[config.mk]
export PLATFORM = sky130hd
export DESIGN_NAME = ext_mem_arbiter
export DESIGN_NICKNAME = d
export VERILOG_FILES = /design/src/rtl/cpu_mem_pkg.sv /design/src/rtl/ext_mem_arbiter_starve_ctr.sv /design/src/rtl/ext_mem_arbiter.sv
export SDC_FILE = /design/constraint.sdc
export NUM_CORES = 1
export LEC_CHECK = 0
export BUFFER_PORTS_ARGS = -buffer_cell sky130_fd_sc_hd__buf_2
export CAP_MARGIN = 15
export CORE_MARGIN = 5
export CORE_UTILIZATION = 30
export CTS_CLUSTER_SIZE = 10
export DETAILED_ROUTE_END_ITERATION = 10
export MAX_ROUTING_LAYER = met4
export SLEW_MARGIN = 10
export SYNTH_ARGS = -nofsm -noshare
export SYNTH_HDL_FRONTEND = slang
export SYNTH_SLANG_ARGS = --single-unit
[constraint.sdc]
create_clock -name clk -period 6.69 [get_ports clk]
set_input_delay 2.007 -clock clk [delete_from_list [all_inputs] [get_ports clk]]
set_output_delay 2.007 -clock clk [all_outputs]
set_load 0.05 [all_outputs]
[src/rtl/cpu_mem_pkg.sv]
// Shared types for the external data memory path: address/data widths,
// owner state encoding and the request record steered onto the memory port.
package cpu_mem_pkg;

  localparam int MEM_AW = 8;
  localparam int MEM_DW = 16;

  typedef enum logic {
    OWN_CPU = 1'b0,
    OWN_DBG = 1'b1
  } owner_e;

  typedef struct packed {
    logic              we;
    logic [MEM_AW-1:0] addr;
    logic [MEM_DW-1:0] wdata;
  } mem_req_t;

endpackage

[src/rtl/ext_mem_arbiter_starve_ctr.sv]
// Saturating count of consecutive cycles the debug port asked for memory
// and was refused; at_limit forces the next debug slot.
module arb_starve_ctr #(
  parameter int LIMIT = 4
) (
  input  logic clk,
  input  logic rst,
  input  logic i_clr,
  input  logic i_inc,
  output logic o_at_limit
);

  localparam logic [3:0] LIM = 4'(LIMIT);

  logic [3:0] r_cnt;

  always_ff @(posedge clk or posedge rst) begin
    if (rst) begin
      r_cnt <= '0;
    end else if (i_clr) begin
      r_cnt <= '0;
    end else if (i_inc && (r_cnt != LIM)) begin
      r_cnt <= r_cnt + 4'd1;
    end
  end

  assign o_at_limit = (r_cnt == LIM);

endmodule

[src/rtl/ext_mem_arbiter.sv]
// Arbitrates the single-port external data memory between the CPU datapath
// and the debug/loader port: CPU priority, starvation guard, debug burst lock.
module ext_mem_arbiter
  import cpu_mem_pkg::*;
#(
  parameter int AW           = MEM_AW,
  parameter int DW           = MEM_DW,
  parameter int STARVE_LIMIT = 4
) (
  input  logic          clk,
  input  logic          rst,
  input  logic          cpu_req,
  input  logic          cpu_we,
  input  logic [AW-1:0] cpu_addr,
  input  logic [DW-1:0] cpu_wdata,
  output logic          cpu_gnt,
  output logic          cpu_rvalid,
  output logic [DW-1:0] cpu_rdata,
  output logic          cpu_stall,
  input  logic          dbg_req,
  input  logic          dbg_we,
  input  logic [AW-1:0] dbg_addr,
  input  logic [DW-1:0] dbg_wdata,
  input  logic          dbg_lock,
  output logic          dbg_gnt,
  output logic          dbg_rvalid,
  output logic [DW-1:0] dbg_rdata,
  output logic          mem_en,
  output logic          mem_we,
  output logic [AW-1:0] mem_addr,
  output logic [DW-1:0] mem_wdata,
  input  logic [DW-1:0] mem_rdata
);

  owner_e   r_owner;
  owner_e   w_owner_nxt;
  logic     w_cpu_gnt;
  logic     w_dbg_gnt;
  logic     w_at_limit;
  mem_req_t w_cpu_req;
  mem_req_t w_dbg_req;
  mem_req_t w_sel;

  logic          r_cpu_rvalid;
  logic          r_dbg_rvalid;
  logic [DW-1:0] r_cpu_rdata;
  logic [DW-1:0] r_dbg_rdata;

  arb_starve_ctr #(
    .LIMIT (STARVE_LIMIT)
  ) u_starve (
    .clk        (clk),
    .rst        (rst),
    .i_clr      (w_dbg_gnt | ~dbg_req),
    .i_inc      (dbg_req & ~w_dbg_gnt),
    .o_at_limit (w_at_limit)
  );

  always_ff @(posedge clk or posedge rst) begin
    if (rst) begin
      r_owner <= OWN_CPU;
    end else begin
      r_owner <= w_owner_nxt;
    end
  end

  // A locked owner that drops dbg_lock is arbitrated as OWN_CPU in that cycle.
  always_comb begin
    w_cpu_gnt   = 1'b0;
    w_dbg_gnt   = 1'b0;
    w_owner_nxt = r_owner;
    if (!rst) begin
      if ((r_owner == OWN_DBG) && dbg_lock) begin
        w_dbg_gnt   = dbg_req;
        w_owner_nxt = OWN_DBG;
      end else begin
        w_dbg_gnt   = dbg_req & (~cpu_req | w_at_limit);
        w_cpu_gnt   = cpu_req & ~w_dbg_gnt;
        w_owner_nxt = (w_dbg_gnt && dbg_lock) ? OWN_DBG : OWN_CPU;
      end
    end
  end

  assign w_cpu_req = '{we: cpu_we, addr: cpu_addr, wdata: cpu_wdata};
  assign w_dbg_req = '{we: dbg_we, addr: dbg_addr, wdata: dbg_wdata};
  assign w_sel     = w_dbg_gnt ? w_dbg_req : w_cpu_req;

  assign mem_en    = w_cpu_gnt | w_dbg_gnt;
  assign mem_we    = mem_en & w_sel.we;
  assign mem_addr  = w_sel.addr;
  assign mem_wdata = w_sel.wdata;

  assign cpu_gnt   = w_cpu_gnt;
  assign dbg_gnt   = w_dbg_gnt;
  assign cpu_stall = cpu_req & ~w_cpu_gnt & ~rst;

  always_ff @(posedge clk or posedge rst) begin
    if (rst) begin
      r_cpu_rvalid <= 1'b0;
      r_dbg_rvalid <= 1'b0;
      r_cpu_rdata  <= '0;
      r_dbg_rdata  <= '0;
    end else begin
      r_cpu_rvalid <= w_cpu_gnt & ~cpu_we;
      r_dbg_rvalid <= w_dbg_gnt & ~dbg_we;
      if (w_cpu_gnt && !cpu_we) begin
        r_cpu_rdata <= mem_rdata;
      end
      if (w_dbg_gnt && !dbg_we) begin
        r_dbg_rdata <= mem_rdata;
      end
    end
  end

  assign cpu_rvalid = r_cpu_rvalid;
  assign cpu_rdata  = r_cpu_rdata;
  assign dbg_rvalid = r_dbg_rvalid;
  assign dbg_rdata  = r_dbg_rdata;

endmodule

---- Word level (Yosys, flattened, before mapping) ----
Index checks and enable logic that the tools add are counted.
operators by class
  add/sub/neg operators ................... 1
  equal/unequal tests ..................... 2
  mux-type cells .......................... 9
  bitwise gates (word level) .............. 19
  reductions and logical operators ........ 8
operators with widths
  kind                                                              number
  25-bit 2-to-1 mux                                                 1
  1-bit bitwise AND                                                 8
  4-bit 2-to-1 mux                                                  2
  1-bit NOT                                                         8
  1-bit 2-to-1 mux                                                  6
  1-bit logical AND                                                 5
  4-bit by 1-bit adder with 4-bit output (second input constant)    1
  4-bit by 3-bit == test with 1-bit output (second input constant)  1
  4-bit by 3-bit != test with 1-bit output (second input constant)  1
  1-bit OR                                                          3
  1-bit zero test                                                   2
  2-bit nonzero test                                                1
word-level totals
  register bits ........................... 39
  input port bits ......................... 71
  output and inout port bits .............. 63
  word-level logic and storage cells ...... 45

---- Depth between registers and ports, before layout ----
Gate-level depths: netlist of the first run.
  depth after elaboration ................. 10
  gate-level depth with buffers ........... 7
  depth with buffers taken out ............ 5

---- Hierarchy ----
From an unflattened synthesis of the first run, not the netlist that was laid out.
unflattened totals
  cell total of the unflattened synthesis .. 144
  area total of the unflattened synthesis .. 1,986.9 um2
modules (own cells, without submodules)
  module           instances  cells each  area each (um2)  sequential area each (um2)
  ext_mem_arbiter  1          119         1,749.2          875.8
  arb_starve_ctr   1          25          237.7            100.1

---- Worst setup path before layout of the first run ----
Ideal clock, no wire load.
  path kind ............................... input -> output
  from .................................... input rst
  to ...................................... output mem_we
  data arrival time ....................... 4.117 ns
  path slack .............................. 0.566 ns
  stages .................................. 3
  cell sequence ........................... nand2b_1 a211oi_1 a22o_1
between the ends
  word-level cells in the longest chain between the ends .. 3
RTL lines
  item                RTL line               RTL
  start: declaration  ext_mem_arbiter.sv:11  input logic rst,
  1-bit 2-to-1 mux    ext_mem_arbiter.sv:72  if (!rst) begin
  via cpu_gnt         ext_mem_arbiter.sv:16  output logic cpu_gnt,
  1-bit OR            ext_mem_arbiter.sv:88  assign mem_en = w_cpu_gnt | w_dbg_gnt;
  1-bit bitwise AND   ext_mem_arbiter.sv:89  assign mem_we = mem_en & w_sel.we;
  end: declaration    ext_mem_arbiter.sv:29  output logic mem_we,
The timed path passes the listed nets, and every way through them passes these cells.

---- Final worst setup path of the first run ----
  from .................................... input rst
  to ...................................... output mem_wdata[5]
between the ends
  word-level cells in the longest chain between the ends .. 2
RTL lines
  item               RTL line               RTL
  1-bit 2-to-1 mux   ext_mem_arbiter.sv:72
  25-bit 2-to-1 mux  ext_mem_arbiter.sv:86  assign w_sel = w_dbg_gnt ? w_dbg_req : w_cpu_req;
  end: declaration   ext_mem_arbiter.sv:31  output logic [DW-1:0] mem_wdata,
No other way between the ends.

==> results.cfg, run 1 <==
[finish]
diodes = 0
design_area_um2 = 2760
final-seq-area_um2 = 976
postLayoutCoreUtil_pct = 43.5
layout.nets = 345
filler_cell_count = 599
multi_input_area_um2 = 916
area_growth_pct = 41.4
drive_gt1_share_pct = 73.4

[sta]
finalCritPeriodShare_pct = 81.4
post-route-min-period_ns = 5.45
finalSetupTns_ns = 0
hold_viol_final = 0
slew_headroom_pct = 27.7
clock-skew-final_ns = 0.00331
worst_pin_slew_ns = 1.08
setup_viol = 0
fmax_mhz = 184
rsz0062_at_grt = no
drv_slew = 0

[power]
seqPwrFrac_pct = 35.8
pwr-share-comb_pct = 48.2
power_frac_clock_pct = 16.0
p_int_mw = 0.481
swShare_pct = 45.4
fin_total_pwr_mw = 0.881
powerDensity_nw_per_um2 = 319
leakage_nw = 1.40
ir_drop_mv = 0.198
power.net_switching_mw = 0.400

[die]
io_pins = 134
num_rows = 29
core_area_um2 = 6350
die_area_um2 = 8220
die_h_um = 90.7
dieWidth_um = 90.7
start_util_pct = 30.7

[critical_path]
cp.required_ns = 4.68
start_kind = input port
startpoint = rst
worstSetupPathType = input port to output pin
worstPathMaxFanout = 27
rrSetupSlack_ns = 4.18
crit_arrival_ns = 3.44
endpoint_kind = output pin
reg2reg_from = u_starve.r_cnt[0]$_DFFE_PP0P_

[place]
placed_cell_area_um2 = 2690
finalWeightedCongestion = 0.792
numPortBuffers = 133
dp_hpwl_mm = 4.37

[run]
drv_cap = 0

[yosys]
synth-seq-cells = 39
syn_avg_cell_area_um2 = 14.6
ys_types = 27
seq_area_frac_synth_pct = 50.0
synth_fp_nets = 207
synth_warnings = 0
synthesis.area_um2 = 1950
syn_inst = 134

[clock_network]
clk_pin_slew_ns = 0.07
cts_setup_buffers = 0
htree_levels = 2
cts_inserted_buffers = 5
cts_buffer_depth = 2
tritoncts = yes
cts_num_sinks = 39
root_buffer = clkbuf_8
hold_buffers = 0
cts_resized = 0
clk_latency_ns = 0.28

[worst_hold_path]
hp-start = dbg_rdata[0]$_DFFE_PP0P_
min-delay-path-class = flip-flop to flip-flop

[global_routing]
grt_pass1_vias = 1678
grt_overflow = 0
grt_pass1_wl_mm = 8.83
antenna_found_initial = 0
grt_max_degree = 40
grt_usage_pct = 13.7

[drt]
antenna_left = 0
vias = 1578
wl_per_cell_um = 16.0
routed_wl_mm = 5.56
drc = 0
drt-initial-drc-count = 29
drt-vias-per-instance = 4.53
drtPass1Iterations = 3

[outcome]
outcome = finished, final reports clean
[synthesized netlist by cell type]
library cell / instances / area share (%)
dfrtp_1: 39 / 50
mux2i_1: 1 / 0.51
a21oi_1: 4 / 1.0
nand2_1: 3 / 0.58
a211oi_1: 1 / 0.38
and3b_1: 1 / 0.45
nor2_1: 4 / 0.77
buf_4: 3 / 1.2
a2111oi_4: 1 / 1.4
mux2_2: 45 / 26
nand2b_1: 2 / 0.64
buf_6: 1 / 0.58
a31oi_2: 1 / 0.64
or2_2: 1 / 0.32
nand3_1: 1 / 0.26
xnor2_1: 2 / 0.90
a22o_1: 1 / 0.45
ha_1: 2 / 1.3
o22a_1: 1 / 0.45
mux2_1: 2 / 1.2
buf_8: 1 / 0.77
mux2_4: 9 / 6.9
inv_1: 3 / 0.58
a311oi_4: 1 / 1.3
a41oi_1: 1 / 0.45
nand3b_1: 1 / 0.38
and2_1: 2 / 0.64
[worst max-delay path: stages]
cell	delay (ns)
buf_2	0.12
nand2b_1	0.21
a31oi_2	0.16
buf_4	0.33
mux2_2	0.39
buf_2	0.22
[per-layer routing]
metal	global-route usage (%)	up-vias	part of all wire, %
met2	22.0	96	47
met3	4.25	6	9.6
met5	-	-	0
met1	16.9	718	42
met4	2.98	0	1.3
li1	-	758	-
[state kept, by name, summed over array words and instances, names as in the netlist]
register,count
cpu_rdata,16
cpu_rvalid,1
dbg_rdata,16
dbg_rvalid,1
r_owner,1
u_starve.r_cnt,4
[area by class of cell]
cell class,count,share of cell area [%]
flip-flops and latches,39,35.4
multi-input cells,87,33.2
clock buffers,6,2.63
inverters,3,0.408
well taps,77,3.49
repair buffers,136,24.9
[power groups by stage]
stage / clock network, mW / logic (mW) / registers [mW]
after global placement: 0 / 0.427 / 0.318
after global routing: 0.160 / 0.445 / 0.323
after detailed placement: 0 / 0.429 / 0.319
after floorplan: 0 / 0.147 / 0.496
final: 0.141 / 0.425 / 0.316
after CTS: 0.149 / 0.430 / 0.317
[metrics by stage]
stage	setup slack, ns	hold slack [ns]	instances
detailed placement	1.24	0.477	342
CTS	1.24	0.495	348
floorplan	0.566	0.474	134
finish	1.24	0.493	348
global placement	1.25	0.469	342
global route	1.13	0.517	348
[cell families after synthesis]
group | share of synthesized area [%]
and+or+nand+nor | 4.04
DFF | 50.0
muxes | 34.6
xor gates and xnor gates | 0.898
buffers and inverters | 3.08
AOI/OAI and AO/OA | 6.15
adders and majority gates | 1.28
[cell usage in the layout (no fill, tap or decap)]
| master | synthesis | layout |
|---|---|---|
| nand2_1 | 3 | 3 |
| inv_1 | 3 | 3 |
| and3b_1 | 1 | 1 |
| nor2_1 | 4 | 4 |
| or2_2 | 1 | 1 |
| a2111oi_4 | 1 | 1 |
| mux2_1 | 2 | 2 |
| xnor2_1 | 2 | 2 |
| a211oi_1 | 1 | 1 |
| a31oi_2 | 1 | 1 |
| ha_1 | 2 | 2 |
| and2_1 | 2 | 2 |
| mux2_2 | 45 | 45 |
| mux2_4 | 9 | 9 |
| a41oi_1 | 1 | 1 |
| dfrtp_1 | 39 | 39 |
| clkbuf_8 | 0 | 5 |
| clkbuf_1 | 0 | 1 |
| o22a_1 | 1 | 1 |
| a311oi_4 | 1 | 1 |
| nand3_1 | 1 | 1 |
| a22o_1 | 1 | 1 |
| mux2i_1 | 1 | 1 |
| nand3b_1 | 1 | 1 |
| buf_4 | 3 | 3 |
| buf_2 | 0 | 133 |
| a21oi_1 | 4 | 4 |
| nand2b_1 | 2 | 2 |
[final timing paths]
kind | end | depth (start not counted)
setup / recovery | mem_wdata[5] | 6
hold / removal | dbg_rdata[0]$_DFFE_PP0P_ | 1
setup reg to reg | dbg_rdata[11]$_DFFE_PP0P_ | 5
hold reg to reg | dbg_rdata[0]$_DFFE_PP0P_ | 1
max in group asynchronous | cpu_rdata[15]$_DFFE_PP0P_ | 3
min in group asynchronous | r_owner$_DFFE_PP0N_ | 3
(Power assumes the default switching activity.)
==> run 2: changes to the inputs <==
--- a/config.mk
+++ b/config.mk
@@ -5,6 +5,7 @@
 export SDC_FILE = /design/constraint.sdc
 export NUM_CORES = 1
 export LEC_CHECK = 0
+export ABC_AREA = 1
 export BUFFER_PORTS_ARGS = -buffer_cell sky130_fd_sc_hd__buf_2
 export CAP_MARGIN = 15
 export CORE_MARGIN = 5
==> constraint.sdc (replaced) <==
create_clock -name clk -period 5.6 [get_ports clk]
set_input_delay 1.68 -clock clk [delete_from_list [all_inputs] [get_ports clk]]
set_output_delay 1.68 -clock clk [all_outputs]
set_load 0.05 [all_outputs]
==> results.cfg, run 2 <==
[critical_path]
start_kind = input port
reg2regPathDepth = 9
worstSetupPathType = input port to output pin
rr_endpoint = dbg_rdata[9]$_DFFE_PP0P_
crit_chain = buf_2 -> nand2_1 -> nand3_2 -> nand2_4 -> inv_4 -> nand2_1 -> nand2_1 -> buf_2
rrSetupSlack_ns = 3.56
crit_top_cell = nand2_1
crit_arrival_ns = 2.95
slowest_stage = inv_4
endpoint_kind = output pin
cp.required_ns = 3.92
reg2reg_from = u_starve.r_cnt[0]$_DFFE_PP0P_
worstPathMaxFanout = 28
slowest_delay_ns = 0.28

[sta]
rsz0062_at_grt = no
hold_viol_final = 0
post-route-min-period_ns = 4.63
clock-skew-final_ns = 0.00534
slew_headroom_pct = 63.3
layout_setup_ws_ns = 0.973
drv_slew = 0
finalSetupTns_ns = 0
setup_viol = 0
finalCritPeriodShare_pct = 82.6
fmax_mhz = 216
worst_pin_slew_ns = 0.547

[finish]
layout.nets = 472
drive_gt1_share_pct = 41.8
layout_common_cells = buf_2, nand2_1, dfrtp_1, inv_1
layout_commonest_cell = buf_2
filler_cell_count = 758
diodes = 0
area_growth_pct = 38.3

[clock_network]
clk_pin_slew_ns = 0.07
hold_buffers = 0
htree_levels = 2
cts_buffer_depth = 2
cts_setup_buffers = 0
clk_latency_ns = 0.29
cts_inserted_buffers = 5
root_buffer = clkbuf_8
tritoncts = yes
cts_num_sinks = 39
cts_resized = 0

[power]
leakage_nw = 1.81
ir_drop_mv = 0.209
powerDensity_nw_per_um2 = 360

[outcome]
outcome = finished, final reports clean

[worst_hold_path]
hold_depth = 2
hp-start = dbg_rdata[14]$_DFFE_PP0P_
min-delay-path-class = flip-flop to flip-flop
min_to = dbg_rdata[14]$_DFFE_PP0P_

[die]
die_area_um2 = 8830
num_rows = 30
core_area_um2 = 6830
die_h_um = 94.0
io_pins = 134
start_util_pct = 31.0
dieWidth_um = 94.0

[drt]
antenna_left = 0
vias = 2200
drc = 0
routed_wl_mm = 6.86
drt-initial-drc-count = 39
wl_per_cell_um = 13.8
drt-vias-per-instance = 4.44
drtPass1Iterations = 4

[place]
numPortBuffers = 133
finalWeightedCongestion = 0.744
post-place-ws_ns = 0.931
dp_hpwl_mm = 5.46

[yosys]
ys_top_cells_by_area = dfrtp_1, nand2_1, o21ai_2
synth_edf_count = 0
synth-seq-cells = 39
synthMostInstantiatedCell = nand2_1
netlist.top_cell.by_area = dfrtp_1
synth_warnings = 0
ys_top_cells_by_count = nand2_1, dfrtp_1, inv_1
ys.flop_type = dfrtp_1
synth-async-reset-ratio_pct = 100
ys_types = 25
synthesis.area_um2 = 2110
syn_avg_cell_area_um2 = 7.86
syn_inst = 269
yosysTopAreaCellShare_pct = 46.2
seq_area_frac_synth_pct = 46.2
synth_fp_nets = 342

[global_routing]
grt_usage_pct = 15.9
grt_pass1_wl_mm = 10.7
antenna_found_initial = 0
grt_overflow = 0
grt_pass1_vias = 2117
grt_max_degree = 41

[run]
drv_cap = 0
-- run 2: cell count changes after synthesis, sizes merged, moves of 3 or more --
| cell | before | now |
|---|---|---|
| nand3 | 1 | 6 |
| nand4 | 0 | 17 |
| mux2 | 56 | 0 |
| o21ai | 0 | 16 |
| nor3 | 0 | 3 |
| buf | 5 | 9 |
| inv | 3 | 31 |
| nand2 | 3 | 132 |
-- run 2: cell type report --
class,count,area [um^2],share of cell area (%)
Multi-Input combinational cell,187,933,31.9
Tap cell,96,120,4.11
Clock buffer,8,100,3.42
Inverter,32,123,4.19
Timing Repair Buffer,134,673,23.0
Sequential cell,39,976,33.4
-- run 2: worst max path at each step --
stage / from / end / cells after the start
6_report: dbg_lock / mem_wdata[2] / 8
5_1_grt: dbg_lock / mem_wdata[4] / 8
4_1_cts: dbg_lock / mem_wdata[2] / 8
3_5_place_dp: dbg_lock / mem_wdata[2] / 8
3_3_place_gp: dbg_lock / mem_wdata[2] / 8
2_1_floorplan: dbg_lock / cpu_stall / 5
-- run 2: kinds of logic after synthesis --
kind of cell / synth area share [%]
XOR/XNOR: 0.829
buffers and inverters: 9.70
flip-flops: 46.2
adder cells (fa/ha/maj): 1.18
AND/OR/NAND/NOR: 34.0
AO/OA/AOI/OAI: 8.11
-- run 2: power by group --
part / leakage [nW] / total [mW] / switching [mW] / internal [mW]
clock network: 0.0515 / 0.209 / 0.0970 / 0.112
logic: 1.26 / 0.477 / 0.367 / 0.110
registers: 0.495 / 0.367 / 0.0306 / 0.336
-- run 2: through the flow --
stage | hold slack [ns] | area, um^2 | std cells | power, mW | utilization [%]
global route | 0.498 | 2930 | 496 | 1.11 | 42.8
CTS | 0.483 | 2930 | 496 | 1.07 | 42.8
detailed placement | 0.460 | 2830 | 488 | 0.855 | 41.4
global placement | 0.462 | 2830 | 488 | 0.851 | 41.4
finish | 0.481 | 2930 | 496 | 1.05 | 42.8
floorplan | 0.494 | 2110 | 269 | 0.727 | -
-- run 2: worst max-delay path: cells and delay by family --
| family | cells | cell delay (ns) |
|---|---|---|
| buffers and inverters | 3 | 0.64 |
| AND/OR/NAND/NOR | 5 | 0.62 |
-- run 2: layer usage --
metal  vias up  track usage, %  wire length (um)
met5         -               -                 0
met4         0            5.90               172
met3        11            4.33               613
met2       108            27.0              3300
met1       988            18.0              2780
li1       1093               -                 -
